## config.mk

```make
export PLATFORM = sky130hd
export DESIGN_NAME = ts_qos_selector
export DESIGN_NICKNAME = d
export VERILOG_FILES = /design/src/rtl/ts_qos_selector.sv
export SDC_FILE = /design/constraint.sdc
export NUM_CORES = 1
export LEC_CHECK = 0
export ABC_AREA = 1
export CELL_PAD_IN_SITES_DETAIL_PLACEMENT = 1
export CELL_PAD_IN_SITES_GLOBAL_PLACEMENT = 1
export CORE_AREA = 2 2 113 198
export DETAILED_ROUTE_END_ITERATION = 10
export DIE_AREA = 0 0 115 200
export PLACE_DENSITY_LB_ADDON = 0.05
export SYNTH_ARGS = -nofsm -noshare
export SYNTH_HDL_FRONTEND = slang
export SYNTH_SLANG_ARGS = --single-unit
```

## constraint.sdc

```tcl
create_clock -name clk -period 3.5 [get_ports clk]
set_clock_uncertainty 0.2 [all_clocks]
set_input_delay 0.525 -clock clk [delete_from_list [all_inputs] [get_ports clk]]
set_output_delay 0.525 -clock clk [all_outputs]
set_load 0.01 [all_outputs]
```

## src/rtl/ts_qos_selector.sv

```systemverilog
// TS input selector: each observation window, picks the mux channel from sync presence and error counts.
// Latency: mux_sel/switch_evt update NCH+2 edges after the window terminal count; no backpressure, strobe inputs only.
// Optional QOS_HYST_EN: auto-mode switches need a HYST-count margin over the current channel.
module ts_qos_selector #(
    parameter int NCH    = 4,
    parameter int CW     = 2,
    parameter int ERRW   = 8,
    parameter int TIMERW = 20,
    parameter int HYST   = 2
) (
    input  logic                clk,
    input  logic                rstn,
    input  logic [NCH-1:0]      sync,
    input  logic [NCH*ERRW-1:0] err_count,
    input  logic                cfg_load,
    input  logic                cfg_manual,
    input  logic [CW-1:0]       cfg_manual_ch,
    input  logic [NCH*CW-1:0]   cfg_priority,
    input  logic                cfg_fallback,
    input  logic [TIMERW-1:0]   cfg_window,
    output logic [CW-1:0]       mux_sel,
    output logic                err_clr,
    output logic                switch_evt,
    output logic                no_signal,
    output logic [NCH-1:0]      signal_present,
    output logic                busy
);

    if (NCH < 2 || NCH > 16 || CW != $clog2(NCH) || HYST < 0) begin : g_param_chk
        $error("ts_qos_selector: illegal parameter combination");
    end

    function automatic logic [NCH*CW-1:0] prio_default();
        logic [NCH*CW-1:0] p;
        p = '0;
        for (int i = 0; i < NCH; i++) p[i*CW +: CW] = CW'(i);
        return p;
    endfunction

    localparam logic [NCH*CW-1:0] PRIO_RST = prio_default();

    typedef enum logic [1:0] {S_IDLE, S_RUN, S_EVAL, S_DECIDE} state_t;

    state_t              state, state_nx;
    logic                manual_r, fallback_r;
    logic [CW-1:0]       manual_ch_r;
    logic [NCH*CW-1:0]   prio_r;
    logic [TIMERW-1:0]   window_r, win_last, wcnt;
    logic                tc;
    logic [NCH-1:0]      sticky;
    logic [NCH*ERRW-1:0] snap;
    logic                pending, start_tc, start_pend;
    logic [NCH*ERRW-1:0] ev_cnt;
    logic [NCH-1:0]      ev_pres;
    logic [CW-1:0]       eidx;
    logic                best_vld;
    logic [CW-1:0]       best_ch;
    logic [ERRW-1:0]     best_cnt;
    logic [CW-1:0]       ent;
    logic                ent_ok;
    logic [ERRW-1:0]     ent_cnt;
    logic                cur_ok, keep;
    logic [ERRW-1:0]     cur_cnt;

    assign win_last = (window_r == '0) ? '0 : window_r - TIMERW'(1);
    assign tc       = (wcnt == win_last);
    assign busy     = (state == S_EVAL) || (state == S_DECIDE);

    assign ent     = prio_r[eidx*CW +: CW];
    assign ent_ok  = ({1'b0, ent} < (CW+1)'(NCH)) && ev_pres[ent];
    assign ent_cnt = ev_cnt[ent*ERRW +: ERRW];
    assign cur_ok  = ({1'b0, mux_sel} < (CW+1)'(NCH)) && ev_pres[mux_sel];
    assign cur_cnt = ev_cnt[mux_sel*ERRW +: ERRW];

`ifdef QOS_HYST_EN
    logic [ERRW:0]   hyst_sum;
    logic [ERRW-1:0] hyst_sat;
    assign hyst_sum = {1'b0, best_cnt} + (ERRW+1)'(HYST);
    assign hyst_sat = hyst_sum[ERRW] ? '1 : hyst_sum[ERRW-1:0];
    assign keep     = cur_ok && !(hyst_sat < cur_cnt);
`else
    assign keep     = cur_ok && !fallback_r && (cur_cnt == best_cnt);
`endif

    // A queued evaluation is served before a coincident terminal count, which then re-queues.
    always_comb begin
        state_nx   = state;
        start_tc   = 1'b0;
        start_pend = 1'b0;
        case (state)
            S_IDLE:   state_nx = S_RUN;
            S_RUN: begin
                if (!manual_r) begin
                    if (pending) begin
                        state_nx   = S_EVAL;
                        start_pend = 1'b1;
                    end else if (tc) begin
                        state_nx = S_EVAL;
                        start_tc = 1'b1;
                    end
                end
            end
            S_EVAL:   if (eidx == CW'(NCH-1)) state_nx = S_DECIDE;
            S_DECIDE: state_nx = S_RUN;
            default:  state_nx = S_IDLE;
        endcase
        if (cfg_load) begin
            state_nx   = S_RUN;
            start_tc   = 1'b0;
            start_pend = 1'b0;
        end
    end

    always_ff @(posedge clk or negedge rstn) begin
        if (!rstn) begin
            state          <= S_IDLE;
            manual_r       <= 1'b0;
            fallback_r     <= 1'b1;
            manual_ch_r    <= '0;
            prio_r         <= PRIO_RST;
            window_r       <= TIMERW'(1);
            wcnt           <= '0;
            sticky         <= '0;
            snap           <= '0;
            pending        <= 1'b0;
            ev_cnt         <= '0;
            ev_pres        <= '0;
            eidx           <= '0;
            best_vld       <= 1'b0;
            best_ch        <= '0;
            best_cnt       <= '0;
            mux_sel        <= '0;
            err_clr        <= 1'b0;
            switch_evt     <= 1'b0;
            no_signal      <= 1'b0;
            signal_present <= '0;
        end else begin
            state      <= state_nx;
            err_clr    <= cfg_load | tc;
            switch_evt <= 1'b0;

            if (cfg_load || manual_r) pending <= 1'b0;
            else if (tc && !start_tc) pending <= 1'b1;
            else if (start_pend)      pending <= 1'b0;

            if (cfg_load) begin
                manual_r    <= cfg_manual;
                manual_ch_r <= cfg_manual_ch;
                prio_r      <= cfg_priority;
                fallback_r  <= cfg_fallback;
                window_r    <= cfg_window;
                wcnt        <= '0;
                sticky      <= '0;
                mux_sel     <= cfg_manual ? cfg_manual_ch : cfg_priority[CW-1:0];
            end else begin
                // A sync in the terminal cycle already belongs to the next window.
                if (tc) begin
                    wcnt           <= '0;
                    signal_present <= sticky;
                    snap           <= err_count;
                    sticky         <= sync;
                end else begin
                    wcnt   <= wcnt + TIMERW'(1);
                    sticky <= sticky | sync;
                end

                if (start_tc || start_pend) begin
                    ev_cnt   <= start_tc ? err_count : snap;
                    ev_pres  <= start_tc ? sticky : signal_present;
                    eidx     <= '0;
                    best_vld <= 1'b0;
                    best_ch  <= '0;
                    best_cnt <= '0;
                end else if (state == S_EVAL) begin
                    eidx <= eidx + CW'(1);
                    if (ent_ok && (!best_vld || ent_cnt < best_cnt)) begin
                        best_vld <= 1'b1;
                        best_ch  <= ent;
                        best_cnt <= ent_cnt;
                    end
                end else if (state == S_DECIDE) begin
                    if (!best_vld) begin
                        no_signal <= 1'b1;
                    end else begin
                        no_signal <= 1'b0;
                        if (!keep && best_ch != mux_sel) begin
                            mux_sel    <= best_ch;
                            switch_evt <= 1'b1;
                        end
                    end
                end
            end
        end
    end

    // Latched manual channel is only consumed at cfg_load time; keep it for register readback.
    logic unused_ok;
    assign unused_ok = ^manual_ch_r;

endmodule
```

---- Word-level counts from Yosys, hierarchy flattened ----
Cells that the tools add are included.
cells by class
  shift operators ......................... 3
  equality and inequality tests ........... 12
  multiplexer cells ....................... 54
  bitwise logic cells ..................... 5
  add/sub/neg operators ................... 3
  order comparisons ....................... 3
  reduce and logical (&&, ||, !) cells .... 29
operators with widths
  cell                                                        number
  indexed part select 32 x 6 -> 8 bit                         2
  2-to-1 mux 20 bit                                           3
  2-to-1 mux 2 bit                                            17
  2-to-1 mux 32 bit                                           1
  2-to-1 mux 1 bit                                            24
  2-to-1 mux 8 bit                                            3
  adder 20 x 1 -> 20 bit, second input constant               1
  equality test 20 bit                                        1
  zero test 20 bit                                            1
  subtractor 20 x 1 -> 20 bit, second input constant          1
  2-to-1 mux 4 bit                                            3
  nonzero test 2 bit                                          5
  equality test 8 bit                                         1
  less-than comparator 8 bit                                  1
  indexed part select 8 x 4 -> 2 bit                          1
  equality test 2 bit, second input constant                  3
  less-than comparator 2 x 3 -> 1 bit, second input constant  2
  one-hot mux 2 bit (3 select lines)                          1
  AND reduction 2 bit                                         3
  AND reduction 3 bit                                         2
  logical AND 1 bit                                           5
  AND reduction 5 bit                                         1
  binary-select mux 1 bit (select 2 bit)                      2
  zero test 1 bit                                             4
  other kinds (15)                                            21
storage, ports and cells
  output and inout bits ................... 10
  logic and storage cells ................. 129
  flip-flop bits (word level) ............. 147
  input port bits ......................... 71

---- Depth between registers and ports, before layout ----
Gate-level depths: netlist of run 1.
  depth in word-level cells ............... 12
  gate-level depth with buffers ........... 20
  depth with buffers taken out ............ 19

---- Worst setup path before layout of run 1 ----
Ideal clock, no wire load.
  path kind ............................... register to register
  start point ............................. register eidx[0]
  end point ............................... register best_ch[0]
  library setup time ...................... 117 ps
  arrival time ............................ 2540 ps
  stages on the path, launching flop included .. 19
  path slack .............................. 643 ps
  required time ........................... 3183 ps
  clock period less this slack ............ 2857 ps
  cell sequence ........................... dfrtp_1 > inv_1 > nand2_1 > nand3_1 > nand2_1 > buf_2 > buf_1 > nor2_1 > o22ai_1 > ha_1 > a21oi_1 > nor2_1 > a211oi_1 > nand2_1 > nand2_1 > nand2_1 > buf_1 > nand3_1 > nand2_1
on the way
  longest elaborated chain between the ends .. 7
RTL lines
  element                                 RTL line  source
  from (decl)                             55        logic [CW-1:0] eidx;
  from (signal assigned)                  175       eidx <= eidx + CW'(1);
  indexed part select 8 x 4 -> 2 bit (*)  69        assign ent = prio_r[eidx*CW +: CW];
  indexed part select 32 x 6 -> 8 bit     71        assign ent_cnt = ev_cnt[ent*ERRW +: ERRW];
  less-than comparator 8 bit              176       if (ent_ok && (!best_vld || ent_cnt < best_cnt)) begin
  logical OR 1 bit                        176
  logical AND 1 bit                       176
  nonzero test 2 bit (no source line)     --
  AND reduction 3 bit (no source line)    --
  to (signal assigned)                    178       best_ch <= ent;
  to (decl)                               57        logic [CW-1:0] best_ch;
Mark *: on every way between the ends. The rest lies on a longest branch, timed or not. The select of a mux whose other input is x is not followed.
A chain may end at the register's enable or synchronous reset.

---- Final worst setup path of run 1 ----
  start point ............................. register window_r[0]
  end point ............................... register snap[0]
on the way
  longest elaborated chain between the ends .. 4
RTL lines
  element                                                                 RTL line  source
  from (decl)                                                             48        logic [TIMERW-1:0] window_r, win_last, wcnt;
  from (signal assigned)                                                  151       window_r <= cfg_window;
  subtractor 20 x 1 -> 20 bit / zero test 20 bit (equally long branches)  65        assign win_last = (window_r == '0) ? '0 : window_r - TIMERW'(1);
  2-to-1 mux 20 bit (*)                                                   65
  equality test 20 bit (*)                                                66        assign tc = (wcnt == win_last);
  AND reduction 2 bit (no source line) (*)                                --
  to (signal assigned)                                                    160       snap <= err_count;
  to (decl)                                                               51        logic [NCH*ERRW-1:0] snap;
Mark *: on every way between the ends. The rest lies on a longest branch, timed or not.

==> impl_metrics.py, run 1 <==
metrics = {
    "outcome": {
        "status": "finished clean",
    },
    "global_routing": {
        "gr-total-overflow": 0,
        "antenna_found_initial": 0,
        "grt_pass1_wl_um": 45960,
        "grt_max_degree": 81,
        "groute.usage.overall": 0.2584,
        "grt_pass1_vias": 9130,
    },
    "critical_path": {
        "r2r_slack_ns": 0.22,
        "crit_top_cell": "nand2_1",
        "critPathArrivalTime_ns": 3.43,
        "cp_max_fo": 36,
        "crit_family": "simple AND/OR/NAND/NOR gates",
        "path_cells": "inv_1 > ha_1 > nand2_4 > nor2_8 > nand3_4 > buf_12 > nand3_1 > nand2_1 > nand2_1 > nor2_1 > nand2_1 > nor2_1 > nand3_2 > nor2_8 > clkbuf_16 > nand2_1 > o21ai_0",
        "path_buf_inv": 3,
        "cp-start-kind": "register",
        "required_ns": 3.65,
        "cp_slowest_cell": "dfstp_2",
        "cpPeakStageDelay_ns": 0.51,
        "crit_type": "register to register",
        "crit_path_end_kind": "register",
    },
    "drt": {
        "wl_per_cell_um": 17.83,
        "drc": 0,
        "vias_per_cell": 5.284,
        "dr.pass1.iters": 4,
        "drt-total-wl_um": 28370,
        "drtAntennaViolNets": 0,
        "drt-initial-drc-count": 306,
        "vias": 8407,
    },
    "synthesis": {
        "synth_area_um2": 8864,
        "synth_nets": 1337,
        "ys_seq_area_frac": 0.4159,
        "synth_top_area_frac": 0.3981,
        "synth_area_leader_cell": "dfrtp_1",
        "yosys_register_bits": 147,
        "synth.area.top_cells": "dfrtp_1 40%, nand2_1 18%, inv_1 7.0%, nand3_1 6.3%, nand4_1 4.2%",
        "synth.distinct_cells": 39,
        "syn_area_per_cell_um2": 7.079,
        "synthCells": 1252,
        "synth_warnings": 0,
    },
    "clock_network": {
        "cts.root.buffer_cell": "clkbuf_16",
        "cts_buffer_depth": 2,
        "cts_tree": "yes",
        "insertion_delay_ns": 0.44,
        "cts.clk_slew.worst_paths_ns": 0.06,
        "cts_buffers": 17,
        "cts_max_level": 4,
        "post_cts_buffers": 0,
        "cts_sinks": 147,
    },
    "finish": {
        "syn2layout_area_growth_pct": 19.69,
        "nets": 1408,
        "diodes": 0,
        "drive_gt1_frac": 0.06662,
        "post-route-util": 0.4976,
        "design_area_um2": 10610,
    },
    "floorplanning": {
        "ios": 81,
        "die_area_um2": 23000,
        "fp.dieW_um": 115,
        "num_rows": 71,
        "die_y_um": 200,
        "initial_core_util": 0.4157,
        "core_area_um2": 21320,
    },
    "timing": {
        "slew_violations": 0,
        "fmax_ghz": 0.3048,
        "finalSetupTns_ns": 0,
        "slew-limit-headroom": 0.4576,
        "hold_viol_final": 0,
        "worst_slack_ns": 0.2188,
        "min_period_over_period": 0.9375,
        "final.min_clock_period_ns": 3.281,
        "timing.hold.ws_ns": 0.2671,
        "finalSetupViolations": 0,
        "worst_slew_pin_slew_ns": 0.8136,
        "grt_setup_unrepaired": "false",
    },
    "place": {
        "gp_congestion": 0.9669,
        "place_area_um2": 9902,
        "portBuffers": 80,
        "dp_slack_ns": 0.1295,
        "hpwl_um": 20710,
    },
    "pwr": {
        "power_density_nw_per_um2": 551.7,
        "p_leak_nw": 5.240,
        "ir_worst_vdd_mv": 0.3865,
    },
    "flow_run": {
        "max-cap-violations": 0,
    },
    "hold_path": {
        "min_path_type": "register to register",
    },
}
## synth_stat cells
| library cell | number |
|---|---|
| o21ai_1 | 35 |
| or2_2 | 1 |
| xor2_1 | 18 |
| nor2_8 | 2 |
| o2111ai_1 | 1 |
| nor3_1 | 13 |
| a211oi_1 | 1 |
| ha_1 | 14 |
| nor2_1 | 99 |
| nand3b_1 | 1 |
| nand3_1 | 112 |
| xnor2_1 | 2 |
| nand4_1 | 60 |
| inv_2 | 1 |
| clkinv_1 | 1 |
| o32ai_1 | 1 |
| nand3_4 | 2 |
| nand3_2 | 3 |
| nor3b_2 | 1 |
| nor4_1 | 1 |
| dfrtp_1 | 141 |
| buf_2 | 13 |
| nor3b_1 | 1 |
| o22ai_1 | 10 |
| clkbuf_1 | 14 |
| inv_1 | 165 |
| buf_4 | 5 |
| nand2_2 | 3 |
| buf_6 | 17 |
| dfstp_2 | 6 |
| a21oi_1 | 12 |
| o21ai_0 | 62 |
| buf_1 | 6 |
| nor2_2 | 3 |
| nor2_4 | 4 |
| nand2_1 | 417 |
| nand2_4 | 1 |
| and3_1 | 1 |
| o211ai_1 | 2 |
## logic make-up after synthesis
group,Yosys count,share of synthesized area
AO/OA/AOI/OAI,124,0.07312
flip-flops,147,0.4159
adder cells (fa/ha/maj),14,0.01976
AND/OR/NAND/NOR,725,0.3591
XOR/XNOR,20,0.01976
buffers and inverters,222,0.1124
## worst paths after layout
| check | startpoint | endpoint | depth (start not counted) |
|---|---|---|---|
| setup / recovery | window_r[0]$_DFFE_PN1P_ | snap[0]$_DFFE_PN0P_ | 17 |
| hold / removal | prio_r[7]$_DFFE_PN1P_ | prio_r[7]$_DFFE_PN1P_ | 2 |
| setup reg to reg | window_r[0]$_DFFE_PN1P_ | snap[0]$_DFFE_PN0P_ | 17 |
| hold reg to reg | prio_r[7]$_DFFE_PN1P_ | prio_r[7]$_DFFE_PN1P_ | 2 |
| max in group asynchronous | rstn | fallback_r$_DFFE_PN1P_ | 3 |
| min in group asynchronous | rstn | window_r[4]$_DFFE_PN0P_ | 2 |
## repair_timing
action	CTS	global route
endpoints found under the setup margin	0	20
resized for setup	0	6
hold endpoints to repair	45	0
hold buffers	1	0
## metal layers
| layer | wire (um) | part of all wire | vias up | global-route usage |
|---|---|---|---|---|
| met4 | 1430 | 0.050 | 0 | 0.1401 |
| met2 | 15810 | 0.56 | 129 | 0.4935 |
| li1 | - | - | 4128 | - |
| met5 | 0 | 0 | - | 0 |
| met1 | 10570 | 0.37 | 4082 | 0.2668 |
| met3 | 559 | 0.020 | 68 | 0.03472 |
## final cells by class
type                       count  area (um2)
tap                          255       319.1
sequential                   147        3687
fill                        2765       10710
inverter                     167       626.9
clock inverter                 8       146.4
clock buffer                  24       501.7
multi-input combinational    884        4204
timing repair buffer         106        1124
## through the flow
stage          power, mW  cells
2_1_floorplan      3.131   1252
3_3_place_gp       3.777   1556
3_5_place_dp       3.835   1556
4_1_cts            5.900   1589
5_1_grt            6.210   1591
6_report           5.853   1591
## registers in the layout (all words and copies together) (netlist names), 2 cells and up
name and cells:
ev_pres 4, signal_present 4, snap 32, state 2, mux_sel 2, eidx 2, best_ch 2, ev_cnt 32
sticky 4, wcnt 20, window_r 20, best_cnt 8, prio_r 8
## where the power goes
part	switching [mW]	leakage, nW	total, mW	internal (mW)
sequential	0.115	1.85	1.95	1.84
combinational	1.17	3.07	1.86	0.690
clock	0.754	0.316	2.04	1.29
total	2.04	5.24	5.85	3.82
## tightest hold or removal path, stage by stage (launching register included)
cell and delay [ns]:
dfstp_2 0.37, nand2_1 0.05, nand2_1 0.05
## layout by cell type, fill, tap and decap left out, types with 3 or more instances in the layout
master           synthesis  layout
nor3_1                  13      12
inv_2                    1       3
buf_12                   0       7
xor2_1                  18      18
ha_1                    14      14
o21ai_1                 35      35
nand3_2                  3       3
nand2_1                417     417
o21ai_0                 62      62
dfrtp_1                141     140
inv_1                  165     163
nor2_2                   3       4
clkdlybuf4s50_1          0      78
bufinv_16                0       4
clkbuf_8                 0       5
dfstp_2                  6       6
buf_4                    5      15
nor2_1                  99      99
nand3_1                112     112
a21oi_1                 12      12
nand4_1                 60      60
o22ai_1                 10      10
nor2_4                   4       4
clkbuf_16                0      18
Note: power is estimated with default switching activity, not from simulation.
==> run 2: changes to the inputs <==
- ABC_AREA: 1 -> not set
- CORE_AREA: 2 2 113 198 -> 3 3 106 184
- DIE_AREA: 0 0 115 200 -> 0 0 109 187
- GPL_TIMING_DRIVEN: not set -> 1
==> impl_metrics.py, run 2 <==
metrics = {
    "floorplanning": {
        "die_area_um2": 20380,
        "die_y_um": 187,
        "ios": 81,
        "initial_core_util": 0.4568,
        "num_rows": 65,
        "core_area_um2": 18140,
        "fp.dieW_um": 109,
    },
    "outcome": {
        "violations": "setup timing",
        "status": "complete, but fails checks",
    },
    "clock_network": {
        "cts_max_level": 4,
        "cts_tree": "yes",
        "cts.root.buffer_cell": "clkbuf_16",
        "cts_sinks": 147,
        "cts_buffer_depth": 2,
        "cts.clk_slew.worst_paths_ns": 0.06,
        "insertion_delay_ns": 0.44,
        "cts_buffers": 17,
    },
    "finish": {
        "fillers": 1739,
        "reg_top3": "ev_cnt x32, snap x32",
        "diodes": 0,
        "stdcell_count": 1181,
        "nets": 1019,
        "design_area_um2": 12040,
        "layout_common_cells": "138 x dfrtp_1, 97 x buf_4, 78 x clkdlybuf4s50_1",
        "post-route-util": 0.6641,
        "layout_commonest_cell": "dfrtp_1",
        "syn2layout_area_growth_pct": 45.39,
        "drive_gt1_frac": 0.4108,
    },
    "synthesis": {
        "synth.most_common_cell": "dfrtp_1",
        "synth_warnings": 0,
        "synth_flop_cell": "dfrtp_1",
        "synth_area_leader_cell": "dfrtp_1",
        "yosys_register_bits": 147,
        "synth.area.top_cells": "dfrtp_1 43%, mux2i_1 6.8%, mux2_4 5.4%, mux4_2 5.4%, nor2_1 4.6%",
        "synth_top_area_frac": 0.4259,
        "syn_area_per_cell_um2": 11.15,
        "synth_nets": 828,
        "synth-async-reset-ratio": 1.000,
        "synth_area_um2": 8284,
        "ys_seq_area_frac": 0.4449,
        "synth-edff-count": 0,
        "synthCells": 743,
        "synth.distinct_cells": 68,
        "yosys-top-cells-count": "141 x dfrtp_1, 101 x nor2_1, 56 x mux2i_1, 52 x a21oi_1, 33 x mux2_2",
    },
    "timing": {
        "min_period_over_period": 1.080,
        "slew_violations": 0,
        "finalSetupTns_ns": -25.29,
        "worst_slack_ns": -0.2792,
        "finalSetupViolations": 117,
        "slew-limit-headroom": 0.5024,
        "grt_setup_unrepaired": "true",
        "worst_slew_pin_slew_ns": 0.7464,
        "hold_viol_final": 0,
        "fmax_ghz": 0.2646,
        "final.min_clock_period_ns": 3.779,
        "timing.hold.ws_ns": 0.3025,
    },
    "drt": {
        "vias_per_cell": 6.008,
        "wl_per_cell_um": 29.76,
        "drc": 0,
        "drt-initial-drc-count": 347,
        "drtAntennaViolNets": 0,
        "dr.pass1.iters": 5,
        "vias": 7096,
        "drt-total-wl_um": 35150,
    },
    "critical_path": {
        "crit_path_end_kind": "register",
        "r2r_slack_ns": -0.28,
        "required_ns": 3.62,
        "r2r-end": "snap[0]$_DFFE_PN0P_",
        "critPathArrivalTime_ns": 3.90,
        "cp_max_fo": 7,
        "cp-start-kind": "register",
        "r2r_cells": 15,
        "r2r-start": "window_r[1]$_DFFE_PN0P_",
        "crit_type": "register to register",
    },
    "global_routing": {
        "gr-total-overflow": 0,
        "antenna_found_initial": 0,
        "grt_pass1_vias": 7758,
        "groute.usage.overall": 0.2946,
        "grt_max_degree": 75,
        "grt_pass1_wl_um": 44510,
    },
    "flow_run": {
        "max-cap-violations": 0,
    },
    "pwr": {
        "p_leak_nw": 5.107,
        "ir_worst_vdd_mv": 0.4020,
        "total_power_mw": 5.033,
        "power_density_nw_per_um2": 417.8,
    },
    "hold_path": {
        "min_from": "prio_r[1]$_DFFE_PN0P_",
        "hold-path-cell-count": 1,
        "hold_end": "prio_r[1]$_DFFE_PN0P_",
        "min_path_type": "register to register",
    },
    "place": {
        "dp.cells": 1105,
        "portBuffers": 80,
        "dp_slack_ns": -0.4296,
        "hpwl_um": 20070,
        "place_area_um2": 9927,
        "gp_congestion": 0.9656,
    },
}
-- run 2: changes by cell type after synthesis, moves of 35 or more --
cell,before,now
nand3_1,112,16
a21oi_1,12,52
inv_1,165,22
mux2i_1,0,56
nand2_1,417,30
o21ai_0,62,16
nand4_1,60,9
o21ai_1,35,0
-- run 2: per-layer routing --
| layer | share of wire | routed length (um) | up-vias | track usage |
|---|---|---|---|---|
| met5 | 0 | 0 | - | 0 |
| met4 | 0.098 | 3445 | 0 | 0.1930 |
| met3 | 0.034 | 1194 | 165 | 0.03972 |
| met2 | 0.56 | 19580 | 274 | 0.5587 |
| met1 | 0.31 | 10920 | 3606 | 0.2825 |
| li1 | - | - | 3051 | - |
-- run 2: what timing repair did --
action	CTS	global route
gates cloned	3	15
endpoints found under the setup margin	113	117
setup buffers	13	14
hold endpoints to repair	41	0
hold buffers	1	0
pin swaps	14	19
gates resized for setup	49	142
-- run 2: worst max-delay path, cell delays in order (launching register included) --
cell and delay [ns]:
dfrtp_1 0.39, inv_2 0.08, ha_4 0.14, or3b_4 0.46, nor3_4 0.27, buf_4 0.16
buf_6 0.09, xnor2_1 0.07, o2bb2ai_1 0.15, o22a_2 0.26, nor4_4 0.31, o2111ai_4 0.22
nor2_8 0.24, buf_4 0.17, buf_12 0.12, mux2_4 0.31
-- run 2: cells by family (layout without fill, tap and decap cells) --
kind of cell | count (synthesis) | after routing | synth area share
flip-flops | 147 | 147 | 0.4449
XOR/XNOR | 45 | 45 | 0.04758
AND/OR/NAND/NOR | 226 | 226 | 0.1423
AO/OA/AOI/OAI | 105 | 105 | 0.08126
adder cells (fa/ha/maj) | 15 | 15 | 0.02235
multiplexers | 141 | 141 | 0.2240
buffers and inverters | 64 | 268 | 0.03761
-- run 2: worst max path at each step --
stage,slack (ns),start,cells after the start,endpoint
after floorplan,0.0005,window_r[0]$_DFFE_PN1P_,13,signal_present[0]$_DFFE_PN0P_
after global placement,-0.30,window_r[1]$_DFFE_PN0P_,11,mux_sel[1]$_DFFE_PN0P_
after detailed placement,-0.43,window_r[1]$_DFFE_PN0P_,11,mux_sel[0]$_DFFE_PN0P_
after CTS,-0.25,window_r[1]$_DFFE_PN0P_,11,mux_sel[1]$_DFFE_PN0P_
after global routing,-0.40,window_r[1]$_DFFE_PN0P_,15,snap[4]$_DFFE_PN0P_
final,-0.28,window_r[1]$_DFFE_PN0P_,15,snap[0]$_DFFE_PN0P_
-- run 2: cell type report --
class / instances / area (um2) / share of cell area
Clock buffer: 19 / 442.9 / 0.03678
Tap cell: 234 / 292.8 / 0.02431
Timing Repair Buffer: 214 / 2283 / 0.1896
Inverter: 22 / 82.58 / 0.006856
Multi-Input combinational cell: 532 / 5021 / 0.4169
Clock inverter: 13 / 231.5 / 0.01922
Sequential cell: 147 / 3690 / 0.3064
-- run 2: where the power goes --
part	internal [mW]	switching, mW
Sequential	1.79	0.115
Clock	1.36	0.799
Combinational	0.497	0.474
Total	3.64	1.39
